### config.mk
export PLATFORM = sky130hd
export DESIGN_NAME = ones_count_arb
export DESIGN_NICKNAME = d
export VERILOG_FILES = /design/src/rtl/ones_count_arb.sv
export SDC_FILE = /design/constraint.sdc
export NUM_CORES = 1
export LEC_CHECK = 0
export ABC_AREA = 1
export ABC_CLOCK_PERIOD_IN_PS = 7700
export BUFFER_PORTS_ARGS = -buffer_cell sky130_fd_sc_hd__buf_2
export CORE_ASPECT_RATIO = 1.25
export CORE_MARGIN = 5
export CORE_UTILIZATION = 45
export DETAILED_ROUTE_END_ITERATION = 8
export PLACE_DENSITY = 0.72
export SLEW_MARGIN = 40
export SYNTH_ARGS = -nofsm -noshare
export SYNTH_HDL_FRONTEND = slang
export SYNTH_HIERARCHICAL = 1
export SYNTH_SLANG_ARGS = --single-unit
### constraint.sdc
create_clock -name clk -period 7.7 [get_ports clk]
set_input_delay 1.54 -clock clk [delete_from_list [all_inputs] [get_ports clk]]
set_output_delay 1.54 -clock clk [all_outputs]
set_load 0.01 [all_outputs]
### src/rtl/ones_count_arb.sv
// Two-requester round-robin front end to a 15-bit ones counter.
// Three-state FSM (IDLE/COUNT/RESP) gives one result every three cycles.

module oc_15 (
    input  logic [14:0] x_i,   // x_i[14] is the first counter input
    output logic        w3,
    output logic        w2,
    output logic        w1,
    output logic        w0
);

    logic [3:0] sum_s;

    // Population count of the 15 inputs
    always_comb begin
        sum_s = 4'd0;
        for (int i = 0; i < 15; i++) begin
            sum_s = sum_s + {3'd0, x_i[i]};
        end
    end

    assign {w3, w2, w1, w0} = sum_s;

endmodule

module ones_count_arb (
    input  logic        clk,
    input  logic        rstn,
    input  logic        req0,
    input  logic        req1,
    input  logic [14:0] din0,
    input  logic [14:0] din1,
    output logic        gnt0,
    output logic        gnt1,
    output logic        busy,
    output logic        done,
    output logic        done_id,
    output logic [3:0]  count
);

    typedef enum logic [1:0] {
        IDLE  = 2'd0,
        COUNT = 2'd1,
        RESP  = 2'd2
    } state_t;

    state_t      state_q, state_d;
    logic [14:0] operand_q, operand_d;
    logic        id_q, id_d;
    logic        ptr_q, ptr_d;        // 1 = requester 1 is favoured
    logic        gnt0_q, gnt0_d;
    logic        gnt1_q, gnt1_d;
    logic [3:0]  count_q, count_d;
    logic [3:0]  oc_sum_s;
    logic        sel1_s;

    oc_15 u_oc (
        .x_i (operand_q),
        .w3  (oc_sum_s[3]),
        .w2  (oc_sum_s[2]),
        .w1  (oc_sum_s[1]),
        .w0  (oc_sum_s[0])
    );

    // A lone requester wins outright; on contention the pointer decides
    assign sel1_s = req1 & (~req0 | ptr_q);

    // State and datapath registers with synchronous active-low reset
    always_ff @(posedge clk) begin
        if (!rstn) begin
            state_q   <= IDLE;
            operand_q <= 15'd0;
            id_q      <= 1'b0;
            ptr_q     <= 1'b0;
            gnt0_q    <= 1'b0;
            gnt1_q    <= 1'b0;
            count_q   <= 4'd0;
        end else begin
            state_q   <= state_d;
            operand_q <= operand_d;
            id_q      <= id_d;
            ptr_q     <= ptr_d;
            gnt0_q    <= gnt0_d;
            gnt1_q    <= gnt1_d;
            count_q   <= count_d;
        end
    end

    // Next-state and datapath update logic
    always_comb begin
        state_d   = state_q;
        operand_d = operand_q;
        id_d      = id_q;
        ptr_d     = ptr_q;
        gnt0_d    = 1'b0;
        gnt1_d    = 1'b0;
        count_d   = count_q;
        case (state_q)
            IDLE: begin
                if (req0 || req1) begin
                    operand_d = sel1_s ? din1 : din0;
                    id_d      = sel1_s;
                    gnt0_d    = ~sel1_s;
                    gnt1_d    = sel1_s;
                    state_d   = COUNT;
                end else begin
                    state_d   = IDLE;
                end
            end
            COUNT: begin
                count_d = oc_sum_s;
                state_d = RESP;
            end
            RESP: begin
                ptr_d   = ~id_q;
                state_d = IDLE;
            end
            default: begin
                state_d = IDLE;
            end
        endcase
    end

    // Output decode from registered state
    always_comb begin
        gnt0    = gnt0_q;
        gnt1    = gnt1_q;
        count   = count_q;
        busy    = (state_q != IDLE);
        done    = (state_q == RESP);
        if (state_q == RESP) begin
            done_id = id_q;
        end else begin
            done_id = 1'b0;
        end
    end

endmodule

==> results of run 1 <==
-- routing by layer --
layer	global-route usage	routed length, microns	vias up
li1	-	-	782
met1	0.1601	1372	607
met2	0.2266	1555	29
met3	0.02193	130	4
met4	0.05613	43	0
met5	0	0	-
-- worst max path at each step --
stage | slack, ns | start | endpoint
after floorplan | 4.25 | operand_q[0] | count[2]
after global placement | 4.21 | operand_q[0] | count[2]
after detailed placement | 4.15 | operand_q[0] | count[2]
after CTS | 4.13 | operand_q[0] | count[2]
after global routing | 3.92 | operand_q[0] | count[2]
final | 4.14 | operand_q[0] | count[2]
-- layout by cell type, fill, tap and decap left out, types with 3 or more instances in the layout --
cell / n
clkbuf_8: 3
nand2_1: 49
nand3_1: 16
fa_1: 10
a21oi_1: 16
inv_1: 56
nor2_1: 42
dfxtp_1: 25
o21ai_0: 5
buf_2: 42
nor2_2: 3
-- power breakdown --
| part | internal (mW) | switching, mW |
|---|---|---|
| clock network | 0.0367 | 0.0428 |
| registers | 0.144 | 0.00782 |
| logic | 0.0820 | 0.107 |
-- worst min-delay path, cell delays in order (launching register included) --
cell     delay (ns)
dfxtp_1        0.32
nand2_1        0.08
a21oi_2        0.05
-- through the flow --
stage                     setup slack [ns]  hold slack [ns]
final                                4.140           0.4884
after global routing                 3.916           0.4926
after detailed placement             4.145           0.4755
after floorplan                      4.252           0.4510
after global placement               4.212           0.4665
after CTS                            4.132           0.4890
-- state kept, by name, summed over array words and instances, names as in the netlist --
signal and count:
ptr_q 1, gnt0 1, operand_q 15, count 4, gnt1 1, id_q 1
state_q 2
-- cell families (layout without fill, tap and decap cells) --
logic type / after synthesis / in the layout / synth area share
flip-flops: 25 / 25 / 0.3079
adder cells (fa/ha/maj): 12 / 12 / 0.1386
buffers and inverters: 67 / 102 / 0.1724
AND/OR/NAND/NOR: 115 / 115 / 0.2910
XOR/XNOR: 1 / 1 / 0.005390
AO/OA/AOI/OAI: 24 / 24 / 0.08469
-- layout make-up --
type                            instances  share of cell area
Clock buffer                            3             0.02213
Clock inverter                          1            0.004024
Inverter                               56              0.1127
Multi-Input combinational cell        152              0.4541
Sequential cell                        25              0.2683
Tap cell                               39             0.02616
Timing Repair Buffer                   42              0.1127
==> run_results.csv, run 1 <==
group,metric,value,unit
sta,clock.fmax,280.9,MHz
setup_path,r2r-end,"count[2]",
sta,setup_viol,0,
clock_tree,cts_made_buffers,3,
power_and_ir_drop,ir_worst_vdd,0.1556,mV
setup_path,timing.critical_path.buf_inv,1,
sta,slew-limit-headroom,0.6374,
setup_path,timing.critical_path.slowest_cell_delay,0.56,ns
setup_path,crit_path_max_fanout,2,
route,post-route-drc-count,0,
grt,initial_antenna_violation_count,0,
finish,design_area,1866,sq um
setup_path,cp_top_family,"adder cells",
yosys,synth_nets,290,
route,drt_first_pass_iters,4,
yosys,synth_most_common_cell,"inv_1",
power_and_ir_drop,design_power,421.1,uW
sta,drv_slew,0,
place,count_of_input_and_output_buffers,42,
finish,non_filler_instance_count_after_layout,318,
sta,timing.clock.skew,0.005060,ns
finish,multi_input_comb_area,847.1,sq um
finish,finish.utilization,0.5356,
place,hpwl,2.470,mm
clock_tree,clock_tree_from_tritoncts,"done",
worst_hold_path,hold-path-cell-count,2,
sta,min_period,3.560,ns
setup_path,timing.critical_path.cells,"inv_1 > fa_1 > fa_1 > fa_1 > fa_1 > fa_1 > fa_1 > xnor2_1 > nor2_1 > nor2_1",
route,detail_route.wirelength,3.101,mm
clock_tree,htree_levels,1,
setup_path,path_class,"flip-flop to flip-flop",
setup_path,setup.reg_to_reg.worst_slack,4.14,ns
setup_path,timing.critical_path.depth,10,
power_and_ir_drop,power-per-cell-area,225.7,nW/um^2
finish,seq_area,500.5,sq um
yosys,synth-async-reset-ratio,0,
yosys,synth_top_cell_area_share,0.3079,
yosys,yosys-top-cells-area,"dfxtp_1, inv_1, fa_1, nand2_1, nor2_1",
finish,final_net_count,326,
yosys,synth_seq_cells,25,
sta,min_period_over_period,0.4624,
setup_path,critPathMostFrequentCell,"fa_1",
setup_path,crit_slowest_cell,"fa_1",
clock_tree,post_cts_buffers,0,
clock_tree,cts.sink_count,25,
sta,rsz0062_at_grt,"no",
floorplanning,floorplan.rows,24,
status,run_status,"finished clean",
finish,nFillCells,342,
setup_path,critPathCaptureType,"flip-flop",
setup_path,r2r_cells,10,
yosys,synth.yosys.seq_area_share,0.3079,
floorplanning,floorplan.initialDensity,0.4666,
power_and_ir_drop,p_leak,1.028,nW
route,num_vias,1422,
grt,global_route_usage_over_all_layers,0.1323,
floorplanning,dieWidth,63.76,microns
sta,tns,0,ns
clock_tree,worst_skew_pair.late_latency,0.27,ns
yosys,number_of_standard_cells_after_synthesis,244,
sta,timing_hold_violations_final,0,
place,place_inst,314,
floorplanning,die-area,4921,sq um
grt,grt_pass1_wl,5.319,mm
setup_path,r2r-start,"operand_q[0]",
finish,antenna_cells,0,
yosys,synth_area_leader_cell,"dfxtp_1",
worst_hold_path,end_of_the_worst_hold_path,"id_q",
route,first_iter_violations,25,
clock_tree,clock-root-buffer,"clkbuf_8",
place,gp_congestion,0.7387,
route,route.detailed.vias_per_inst,4.472,
setup_path,worst_ep_arrival_time,3.73,ns
worst_hold_path,hp-start,"id_q",
yosys,synth.yosys.warnings,6,
route,routed_wire_length_per_instance,9.752,microns
clock_tree,cts.clk_slew.worst_paths,0.09,ns
yosys,netlist_top_cells_count,"inv_1, nand2_1, nor2_1, dfxtp_1",
job,drv.max_cap_violation_count,0,
yosys,synth_area,1625,sq um
floorplanning,boundaryPins,43,
clock_tree,cts_buffer_depth,2,
grt,grt_overflow,0,
route,ant_nets,0,
worst_hold_path,holdCritPathClass,"flip-flop to flip-flop",
finish,layout_cells_sized_above_1,0.1900,
setup_path,cp-start-kind,"flip-flop",
yosys,synth_top_flop_cell,"dfxtp_1",
floorplanning,core,3483,sq um
grt,grt_start_max_net_pins,34,
floorplanning,chipHeight,77.19,microns
yosys,synth_edf_count,0,
yosys,yosysUniqueCellTypes,23,
finish,syn2layout_area_growth,14.78,%
setup_path,worst_ep_required_time,7.87,ns
clock_tree,cts_resized,0,
clock_tree,cts_hold_repair.buffers,0,
sta,worstMarginPinSlew,0.5439,ns
place,standard_cell_area_after_detailed_placement,1814,sq um
grt,first_global_vias,1270,
yosys,synth.avg_cell_area,6.661,sq um
Note: power is estimated with default switching activity, not from simulation.
==> run 2: changes to the inputs <==
- ABC_CLOCK_PERIOD_IN_PS: 7700 -> 3600
- clock period: 7.7 -> 3.6 ns (I/O delays scaled with it)
==> run_results.csv, run 2 (synthesis results as in run 1) <==
group,metric,value,unit
status,run_status,"finished clean",
place,place_worst_setup_slack,0.04516,ns
route,ant_nets,0,
sta,fin_ws,0.1060,ns
setup_path,cp-start-kind,"flip-flop",
grt,first_global_vias,1270,
finish,layout_cells_sized_above_1,0.2179,
grt,grt_overflow,0,
setup_path,worst_ep_required_time,3.77,ns
route,route.detailed.vias_per_inst,4.489,
power_and_ir_drop,power.switching,351.5,uW
setup_path,timing.critical_path.cells,"fa_1 > inv_2 > fa_1 > fa_1 > fa_1 > fa_2 > fa_2 > inv_1 > nor2_1 > nor2_1",
sta,rsz0062_at_grt,"yes",
power_and_ir_drop,p_leak,1.037,nW
sta,min_period,3.494,ns
clock_tree,cts_made_buffers,3,
place,gp_congestion,0.7387,
power_and_ir_drop,pwr-share-clk,0.177,
setup_path,timing.critical_path.buf_inv,2,
sta,drv_slew,0,
place,hpwl,2.470,mm
sta,timing.clock.skew,0.003670,ns
route,drt_first_pass_iters,4,
floorplanning,die-area,4921,sq um
route,wl_met1,1.334,mm
route,detail_route.wirelength,3.134,mm
sta,slew-limit-headroom,0.6381,
setup_path,cp-startpoint,"operand_q[5]",
sta,timing_hold_violations_final,0,
grt,grt_start_max_net_pins,34,
setup_path,worst_ep_arrival_time,3.66,ns
job,drv.max_cap_violation_count,0,
power_and_ir_drop,combPwrFrac,0.478,
grt,global_route_usage_over_all_layers,0.1323,
power_and_ir_drop,ir_worst_vdd,0.3451,mV
finish,most_frequent_cells_in_the_layout,"inv_1, nand2_1, nor2_1, buf_2, dfxtp_1",
sta,clock.fmax,286.2,MHz
clock_tree,clock-root-buffer,"clkbuf_8",
setup_path,path_class,"flip-flop to flip-flop",
route,post-route-drc-count,0,
finish,final_net_count,327,
finish,antenna_cells,0,
power_and_ir_drop,p_sw_frac,0.3724,
power_and_ir_drop,design_power,943.8,uW
power_and_ir_drop,power_report.internal_total,592.3,uW
clock_tree,cts.sink_count,25,
route,num_vias,1432,
setup_path,critPathCaptureType,"flip-flop",
setup_path,cp_top_family,"adder cells",
sta,min_period_over_period,0.9705,
setup_path,r2r-start,"operand_q[5]",
clock_tree,clock_tree_from_tritoncts,"done",
floorplanning,core,3483,sq um
setup_path,timing.critical_path.slowest_cell_delay,0.54,ns
floorplanning,dieWidth,63.76,microns
worst_hold_path,holdCritPathClass,"flip-flop to flip-flop",
sta,worstMarginPinSlew,0.5428,ns
power_and_ir_drop,power-per-cell-area,499.9,nW/um^2
route,first_iter_violations,31,
setup_path,crit_slowest_cell,"fa_1",
floorplanning,chipHeight,77.19,microns
floorplanning,floorplan.rows,24,
place,count_of_input_and_output_buffers,42,
floorplanning,boundaryPins,43,
clock_tree,worst_skew_pair.late_latency,0.27,ns
finish,final_common_cell,"inv_1",
clock_tree,htree_levels,1,
route,routed-wl-met3,143,microns
route,detailroute.wirelength.met2,1.597,mm
finish,registers.top_by_ff_count,"operand_q",
finish,syn2layout_area_growth,16.17,%
setup_path,crit_path_max_fanout,2,
grt,initial_antenna_violation_count,0,
sta,setup_viol,0,
setup_path,critPathMostFrequentCell,"fa_1",
worst_hold_path,hp-start,"id_q",
power_and_ir_drop,seq_pwr_share,0.346,
clock_tree,cts_hold_repair.buffers,0,
grt,grt_pass1_wl,5.319,mm
floorplanning,floorplan.initialDensity,0.4666,
clock_tree,cts_buffer_depth,2,
route,top_layer,"met4",
route,routed_wire_length_per_instance,9.824,microns
finish,max_reg_flops,15,
clock_tree,cts.clk_slew.worst_paths,0.09,ns
setup_path,setup.reg_to_reg.worst_slack,0.11,ns
==> run 2: cell count changes in the layout (fill, tap and decap cells not counted), moves of 2 or more <==
cell	delta
dfxtp_1	-2
dfxtp_2	+2
fa_1	-2
fa_2	+2
inv_1	-2
inv_2	+2
==> run 2: power groups by stage <==
stage,Sequential [mW],Clock [mW],Combinational [mW]
global placement,0.331,0,0.394
finish,0.326,0.167,0.451
global route,0.331,0.187,0.537
floorplan,0.333,0,0.320
CTS,0.326,0.175,0.411
detailed placement,0.332,0,0.410
==> run 2: cell type report <==
type	count	area [sq um]
Clock buffer	3	41.29
Clock inverter	1	7.507
Fill cell	344	1595
Inverter	56	210.2
Multi-Input combinational cell	152	859.6
Sequential cell	25	503.0
Tap cell	39	48.80
Timing Repair Buffer	43	217.7
==> run 2: per-stage QoR <==
step	instances	utilization	TNS (ns)	hold WS, ns	area [sq um]
2_1_floorplan	244	-	0	0.4510	1625
3_3_place_gp	314	0.5208	0	0.4665	1814
3_5_place_dp	314	0.5208	0	0.4755	1814
4_1_cts	318	0.5348	0	0.4890	1863
5_1_grt	319	0.5420	-0.04760	0.4926	1888
6_report	319	0.5420	0	0.4869	1888
==> run 2: tightest hold or removal path, delay by kind of cell, from the launching register on <==
| family | cells | cell delay (ns) |
|---|---|---|
| AO/OA/AOI/OAI | 1 | 0.05 |
| AND/OR/NAND/NOR | 1 | 0.08 |
| flip-flops | 1 | 0.32 |
==> run 2: repair_timing <==
item | CTS | global route
setup endpoints to repair | 0 | 2
buffers inserted | 0 | 1
gates resized for setup | 0 | 7
==> run 2: final timing paths <==
kind	to	cells after the start
setup / recovery	count[1]	10
hold reg to reg	id_q	2
setup reg to reg	count[1]	10
hold / removal	id_q	2
==> run 2: routing by layer <==
metal  track usage  up-vias
met5             0        -
met4       0.05613        0
met3       0.02193        5
met2        0.2266       31
met1        0.1601      613
li1              -      783
==> run 3: changes to the inputs <==
- RECOVER_POWER: default -> 100
==> run_results.csv, run 3 (synthesis results as in run 1) <==
group,metric,value,unit
status,run_status,"finished clean",
setup_path,timing.critical_path.cells,"fa_1 > inv_2 > fa_1 > fa_1 > fa_1 > fa_2 > fa_2 > inv_1 > nor2_1 > nor2_1",
route,drt_first_pass_iters,4,
grt,grtUsageMet2,0.2266,
grt,grt_pass1_wl,5.319,mm
setup_path,timing.critical_path.slowest_cell_delay,0.54,ns
sta,slew-limit-headroom,0.1449,
sta,worstMarginPinSlew,1.283,ns
route,post-route-drc-count,0,
finish,antenna_cells,0,
power_and_ir_drop,ir_worst_vdd,0.3464,mV
sta,timing.clock.skew,0.001932,ns
clock_tree,cts_buffer_depth,2,
grt,global_route_usage_over_all_layers,0.1323,
place,hpwl,2.470,mm
floorplanning,boundaryPins,43,
finish,final_common_cell,"inv_1",
floorplanning,die-area,4921,sq um
grt,grt_start_max_net_pins,34,
finish,layout_cells_sized_above_1,0.1750,
floorplanning,chipHeight,77.19,microns
finish,non_filler_instance_count_after_layout,319,
route,num_vias,1428,
sta,timing_hold_violations_final,0,
floorplanning,dieWidth,63.76,microns
sta,clock.fmax,286.0,MHz
grt,first_global_vias,1270,
grt,grtUsageMet3,0.02193,
clock_tree,cts.clk_slew.worst_paths,0.09,ns
setup_path,crit_path_max_fanout,2,
finish,nFillCells,351,
grt,grt-busiest-layer,"met2",
place,gp_congestion,0.7387,
setup_path,path_class,"flip-flop to flip-flop",
setup_path,worst_ep_arrival_time,3.67,ns
setup_path,critPathCaptureType,"flip-flop",
finish,seq_area,503.0,sq um
route,route.detailed.vias_per_inst,4.476,
finish,final_net_count,327,
sta,min_period,3.496,ns
clock_tree,cts.sink_count,25,
place,count_of_input_and_output_buffers,42,
finish,most_frequent_cells_in_the_layout,"inv_1, nand2_1, nor2_1",
clock_tree,cts_made_buffers,3,
sta,rsz0062_at_grt,"yes",
sta,min_period_over_period,0.9711,
clock_tree,clock-root-buffer,"clkbuf_8",
setup_path,crit_slowest_cell,"fa_1",
setup_path,worst_ep_required_time,3.77,ns
sta,fin_ws,0.1039,ns
clock_tree,worst_skew_pair.late_latency,0.27,ns
place,place_inst,314,
finish,multi_input_comb_area,849.6,sq um
finish,registers.top_by_ff_count,"operand_q",
floorplanning,floorplan.initialDensity,0.4666,
place,place_worst_setup_slack,0.04516,ns
finish,max_reg_flops,15,
worst_hold_path,holdCritPathClass,"flip-flop to flip-flop",
route,ant_nets,0,
clock_tree,htree_levels,1,
grt,grt_overflow,0,
clock_tree,clock_tree_from_tritoncts,"done",
power_and_ir_drop,p_leak,0.9985,nW
setup_path,cp-start-kind,"flip-flop",
grt,grt_use_met1,0.1601,
sta,drv_slew,0,
job,drv.max_cap_violation_count,0,
floorplanning,core,3483,sq um
grt,initial_antenna_violation_count,0,
route,first_iter_violations,20,
sta,tns,0,ns
sta,setup_viol,0,
route,routed_wire_length_per_instance,9.796,microns
sta,timing.hold.ws,0.4878,ns
floorplanning,floorplan.rows,24,
finish,syn2layout_area_growth,14.78,%
route,detail_route.wirelength,3.125,mm
setup_path,critPathMostFrequentCell,"fa_1",
power_and_ir_drop,power-per-cell-area,503.8,nW/um^2
-- run 3: per-layer routing --
metal	routed length, microns	vias to the layer above
met5	0	-
met3	137	5
met2	1578	33
li1	-	782
met1	1350	608
met4	59	0
-- run 3: timing repair --
item	4_1_cts	5_1_grt
resized for setup	0	7
hold buffers	0	0
setup endpoints to repair	0	2
setup buffers	0	1
-- run 3: final cells by class --
type                            count  share of cell area
Clock inverter                      1            0.004024
Tap cell                           39             0.02616
Timing Repair Buffer               43              0.1100
Multi-Input combinational cell    152              0.4554
Inverter                           56              0.1127
Clock buffer                        3             0.02213
Sequential cell                    25              0.2696
-- run 3: path summary, 6_finish.rpt --
check,from,to,slack [ns],cells after the start
worst min-delay path,id_q,id_q,0.49,2
worst max-delay path,operand_q[5],count[1],0.10,10
worst max register to register,operand_q[5],count[1],0.10,10
worst min register to register,id_q,id_q,0.49,2
-- run 3: stage by stage --
step | cell area, sq um | util | total power, mW
2_1_floorplan | 1625 | - | 0.6532
3_3_place_gp | 1814 | 0.5208 | 0.7246
3_5_place_dp | 1814 | 0.5208 | 0.7422
4_1_cts | 1863 | 0.5348 | 0.9115
5_1_grt | 1866 | 0.5356 | 1.050
6_report | 1866 | 0.5356 | 0.9399
-- run 3: worst max-delay path, delay by kind of cell (launching register included) --
kind,cells,cell delay [ns]
buffers and inverters,2,0.08
and+or+nand+nor,2,0.12
DFF,1,0.34
adders and majority gates,6,2.86
-- run 3: where the power goes --
group          switching, mW  leakage (nW)  total [mW]  internal (mW)
clock                 0.0900        0.0217       0.168         0.0784
sequential            0.0170         0.208       0.326          0.309
combinational          0.244         0.769       0.445          0.201
